**src/rtl/pipeline_hazard_ctrl.sv**
```systemverilog
// Hazard controller beside the decode stage of the 5-stage RV32 core: detects RAW
// hazards against the EX producer, sequences multi-cycle stalls, flushes on jumps.
module pipeline_hazard_ctrl #(
    parameter int LOAD_LAT = 1,
    parameter int CNT_W    = 16
) (
    input  logic             clk,
    input  logic             reset,
    input  logic             id_valid,
    input  logic [4:0]       id_rs1,
    input  logic [4:0]       id_rs2,
    input  logic             id_use_rs1,
    input  logic             id_use_rs2,
    input  logic             id_is_branch,
    input  logic             id_jump,
    input  logic [4:0]       ex_rd,
    input  logic             ex_reg_write,
    input  logic             ex_mem_read,
    input  logic             mem_busy,
    output logic             pc_write,
    output logic             if_id_write,
    output logic             if_id_flush,
    output logic             id_ex_bubble,
    output logic [1:0]       state_dbg,
    output logic [CNT_W-1:0] stall_cnt,
    output logic [CNT_W-1:0] flush_cnt
);

    typedef enum logic [1:0] {
        RUN   = 2'd0,
        STALL = 2'd1
    } state_t;

    localparam logic [3:0] LAT_LOAD   = 4'(LOAD_LAT);
    localparam logic [3:0] LAT_LOADBR = 4'(LOAD_LAT + 1);

    state_t     state, state_next;
    logic [3:0] rem, rem_next;
    logic       rs1_match, rs2_match, hit;
    logic [3:0] need;
    logic       stall_inc, flush_inc;

    assign rs1_match = (ex_rd != 5'd0) && (ex_rd == id_rs1) && id_use_rs1;
    assign rs2_match = (ex_rd != 5'd0) && (ex_rd == id_rs2) && id_use_rs2;
    assign hit       = id_valid && ex_reg_write && (rs1_match || rs2_match);
    assign state_dbg = state;

    // Stall length; an ALU producer feeding a non-branch consumer is covered by forwarding.
    always_comb begin
        need = 4'd0;
        if (hit) begin
            case ({ex_mem_read, id_is_branch})
                2'b11:   need = LAT_LOADBR;
                2'b10:   need = LAT_LOAD;
                2'b01:   need = 4'd1;
                default: need = 4'd0;
            endcase
        end
    end

    always_comb begin
        pc_write     = 1'b1;
        if_id_write  = 1'b1;
        if_id_flush  = 1'b0;
        id_ex_bubble = 1'b0;
        state_next   = state;
        rem_next     = rem;
        stall_inc    = 1'b0;
        flush_inc    = 1'b0;
        if (reset) begin
            pc_write     = 1'b0;
            if_id_write  = 1'b0;
            id_ex_bubble = 1'b1;
        end else if (mem_busy) begin
            pc_write    = 1'b0;
            if_id_write = 1'b0;
        end else if (state == STALL) begin
            pc_write     = 1'b0;
            if_id_write  = 1'b0;
            id_ex_bubble = 1'b1;
            stall_inc    = 1'b1;
            rem_next     = rem - 4'd1;
            if (rem == 4'd1) begin
                state_next = RUN;
            end
        end else if (need != 4'd0) begin
            // The jump is ignored here: its operands are stale and ID re-presents it.
            pc_write     = 1'b0;
            if_id_write  = 1'b0;
            id_ex_bubble = 1'b1;
            stall_inc    = 1'b1;
            if (need > 4'd1) begin
                state_next = STALL;
                rem_next   = need - 4'd1;
            end
        end else if (id_jump && id_valid) begin
            if_id_flush = 1'b1;
            flush_inc   = 1'b1;
        end
    end

    always_ff @(posedge clk) begin
        if (reset) begin
            state     <= RUN;
            rem       <= 4'd0;
            stall_cnt <= '0;
            flush_cnt <= '0;
        end else begin
            state <= state_next;
            rem   <= rem_next;
            if (stall_inc && (stall_cnt != {CNT_W{1'b1}})) begin
                stall_cnt <= stall_cnt + 1'b1;
            end
            if (flush_inc && (flush_cnt != {CNT_W{1'b1}})) begin
                flush_cnt <= flush_cnt + 1'b1;
            end
        end
    end

endmodule

```
**config.mk**
```make
export PLATFORM = sky130hd
export DESIGN_NAME = pipeline_hazard_ctrl
export DESIGN_NICKNAME = d
export VERILOG_FILES = /design/src/rtl/pipeline_hazard_ctrl.sv
export SDC_FILE = /design/constraint.sdc
export NUM_CORES = 1
export LEC_CHECK = 0
export ABC_AREA = 1
export CORE_MARGIN = 2
export CORE_UTILIZATION = 35
export DETAILED_ROUTE_END_ITERATION = 12
export PLACE_DENSITY_LB_ADDON = 0.25
export RECOVER_POWER = 100
export SLEW_MARGIN = 20
export SYNTH_ARGS = -nofsm -noshare
export SYNTH_HDL_FRONTEND = slang
export SYNTH_SLANG_ARGS = --single-unit
```
**constraint.sdc**
```tcl
create_clock -name clk -period 2.85 [get_ports clk]
set_clock_uncertainty 0.2 [all_clocks]
set_input_delay 0.4275 -clock clk [delete_from_list [all_inputs] [get_ports clk]]
set_output_delay 0.4275 -clock clk [all_outputs]
set_load 0.005 [all_outputs]
```
==> results.md <==
* Status: completed
* Synthesis-stage register bit count at 37
* CTS tree: built
* CP Cell Sequence: clkdlybuf4s50_1 -> inv_1 -> nand2_1 -> nand2_1 -> nor2_1 -> nand3_1 -> nand2_2 -> nand3_4 -> ha_4 -> a21oi_4 -> or2_2 -> clkdlybuf4s15_1
* Critical Path Sink Type: output port
* CP arrival at 2100 ps
* Syn nets at 396
* PD cells at 300 nW/µm²
* R2r endpoint: stall_cnt[11]$_SDFFE_PP0P_
* RSZ-0062 raised after global routing: no
* CTS root buf: clkbuf_8
* Drt drc at 0
* Via density at 4.67
* Placer Congestion at 0.814
* Worst relative slew slack at 55.3%
* CP dominant cell by count: nand2_1
* Proportion of layout cells with a drive suffix above 1 at 11.4%
* Nets@finish at 469
* CP max stage delay at 480 ps
* Height of the die at 86.5 µm
* CP required at 2220 ps
* Fmax at 367 MHz
* Grt total ovfl at 0
* Sequential area share after synthesis at 31.1%
* Synthesized instance count at 364
* First-pass GRT wire length at 9980 µm
* Initial DRC count at 72
* Hold wc startpoint: flush_cnt[14]$_SDFFE_PP0P_
* Final setup fails at 0
* FF-to-FF setup slack at 820 ps
* CP delay by family, top: buffers and inverters
* WL final at 5730 µm
* Die Area at 7490 µm²
* Layout area overhead at 36.8%
* Clock Latency Late Sink at 280 ps
* Reg clk slew, reported paths at 70 ps
* DP HPWL at 4460 µm
* Crit-path max FO at 2
* Setup_tns at 0 ps
* H-tree Lvls at 2
* Syn Std Cell Area at 2380 µm²
* DR WL/cell at 11.1 µm
* Mapped Avg Cell Area at 6.55 µm²
* DRT Pass-1 Iters at 4
* Slowest cell on crit path: clkdlybuf4s50_1
* Fill count at 685
* Final Power at 0.979 mW
* Hold Path End: flush_cnt[14]$_SDFFE_PP0P_
* Final ANT Viol Nets at 0
* Worst reg2reg path depth at 10
* CTS max path bufs at 2
* Vias at 2419
* Global Route Usage Sum at 16.2%
* Initial antenna violation count at 0
* Hold Path Class: flop to flop
* Post-route minimum period at 2720 ps
* Clk sinks at 37
* Yosys warns at 0
* Leak Pwr at 1.53 nW
* Io pins at 63
* Vias in the first global route at 2346
* Largest net degree at the start of global routing at 24
* Max Slew Vio Count at 0
* Number of buffers created by CTS at 5
* Reg-to-Reg Start: stall_cnt[0]$_SDFFE_PP0P_
* Worst-Margin Slew at 665 ps
* Tcrit/Tclk final at 95.6%
* Number of antenna diodes at 0
* Area of the multi-input gates at 1400 µm²
* Yosys cell types at 37
* Initial Util at 35.7%
* Max rail drop VDD at 0.180 mV
* Core Area at 6680 µm²
* Total of max-cap violations at 0
* Port buffer count at 61
* Hold depth at 2
* Buffers plus inverters on the worst setup path at 3
* Setup crit start kind: primary input
* Crit Path Category: primary input to output port
* Sequential cell area at 741 µm²
* Final hold violations at 0
* Die Span X at 86.5 µm
* Row cnt at 30
how the worst max path moves through the flow:
stage / from / end / depth (start not counted) / slack [ps]
after floorplan: ex_rd[4] / stall_cnt[10]$_SDFFE_PP0P_ / 15 / 590
after global placement: ex_rd[0] / id_ex_bubble / 12 / -240
after detailed placement: ex_rd[1] / id_ex_bubble / 12 / -340
after CTS: ex_rd[3] / id_ex_bubble / 12 / 30
after global routing: id_rs1[3] / id_ex_bubble / 12 / 8
final: id_rs2[0] / id_ex_bubble / 12 / 130
cell type report:
cell class              count  share of cell area [%]
inverters                  57                    6.56
clock buffers               8                    2.45
multi-input cells         260                    42.8
flip-flops and latches     37                    22.7
well taps                  80                    3.07
repair buffers             76                    22.4
flip-flops by register name (all words and copies together), names as in the netlist:
name,cells
flush_cnt,16
stall_cnt,16
rem,4
state_dbg,1
where the power goes:
group	switching (mW)	internal, mW
Sequential	0.00142	0.518
Clock	0.183	0.174
Combinational	0.0505	0.0528
Total	0.235	0.745
logic make-up after synthesis:
logic type / Yosys count / share of synthesized area (%)
buffers and inverters: 67 / 12.3
AOI/OAI and AO/OA: 45 / 10.4
other: 1 / 0.157
and+or+nand+nor: 193 / 37.2
xor gates and xnor gates: 13 / 4.77
adders and majority gates: 7 / 3.67
DFF: 37 / 31.1
muxes: 1 / 0.420
placed cells by master (no fill, tap or decap), types with 2 or more instances in the layout:
cell / Yosys / layout
a21oi_1: 26 / 26
and3_1: 2 / 2
buf_4: 3 / 15
clkbuf_1: 1 / 3
clkbuf_8: 0 / 5
clkdlybuf4s50_1: 0 / 16
dfxtp_1: 37 / 37
dlygate4sd2_1: 0 / 5
dlygate4sd3_1: 0 / 33
dlymetal6s2s_1: 0 / 6
ha_1: 7 / 6
inv_1: 51 / 49
inv_2: 6 / 8
nand2_1: 91 / 90
nand2_2: 5 / 6
nand3_1: 30 / 27
nand3_2: 1 / 2
nand3_4: 0 / 2
nand4_1: 5 / 5
nor2_1: 33 / 33
nor2_2: 2 / 2
nor3_1: 12 / 12
nor3_4: 2 / 2
nor3b_1: 3 / 3
nor4_1: 2 / 2
o21ai_0: 13 / 13
o21ai_1: 2 / 2
xnor2_1: 3 / 3
xor2_1: 10 / 10
per-layer routing:
| layer | global-route usage, % | part of all wire, % | up-vias |
|---|---|---|---|
| met5 | 0 | 0 | - |
| met4 | 4.26 | 0.84 | 0 |
| met3 | 2.95 | 2.7 | 6 |
| met2 | 28.8 | 49 | 38 |
| met1 | 20.0 | 47 | 1080 |
| li1 | - | - | 1295 |
cells in the mapped netlist (all sizes together):
master,instances,area (µm²)
conb,1,3.75
nand4,5,31.3
inv,57,214
buf,9,76.3
xor2,10,87.6
o21ai,16,83.8
nor2,36,148
nand2,97,384
nand3,31,160
a21oi,28,155
or2,1,6.26
and3,2,12.5
dfxtp,37,741
a22o,1,8.76
nor3,15,103
nor3b,3,22.5
nor4,2,12.5
mux2i,1,10.0
nand3b,1,7.51
xnor2,3,26.3
clkbuf,1,3.75
ha,7,87.6
stage by stage:
stage               utilization [%]  area, µm²  std cells  worst slack (ps)  hold slack, ps
floorplan                         -       2380        364               589             273
global placement               46.7       3120        509              -238             286
detailed placement             46.7       3120        509              -339             291
CTS                            48.4       3230        517              25.3             307
global route                   48.8       3260        518              7.93             325
finish                         48.8       3260        518               126             300
worst min-delay path, stage by stage, from the launching register on:
cell and delay (ps):
dfxtp_1 350, inv_1 60, a21oi_1 50
repair_timing:
action | 4_1_cts | 5_1_grt
pin swaps | 2 | 7
setup endpoints to repair | 4 | 4
hold buffers | 0 | 0
setup buffers | 0 | 1
resized for setup | 13 | 10
Note: power is estimated with default switching activity, not from simulation.
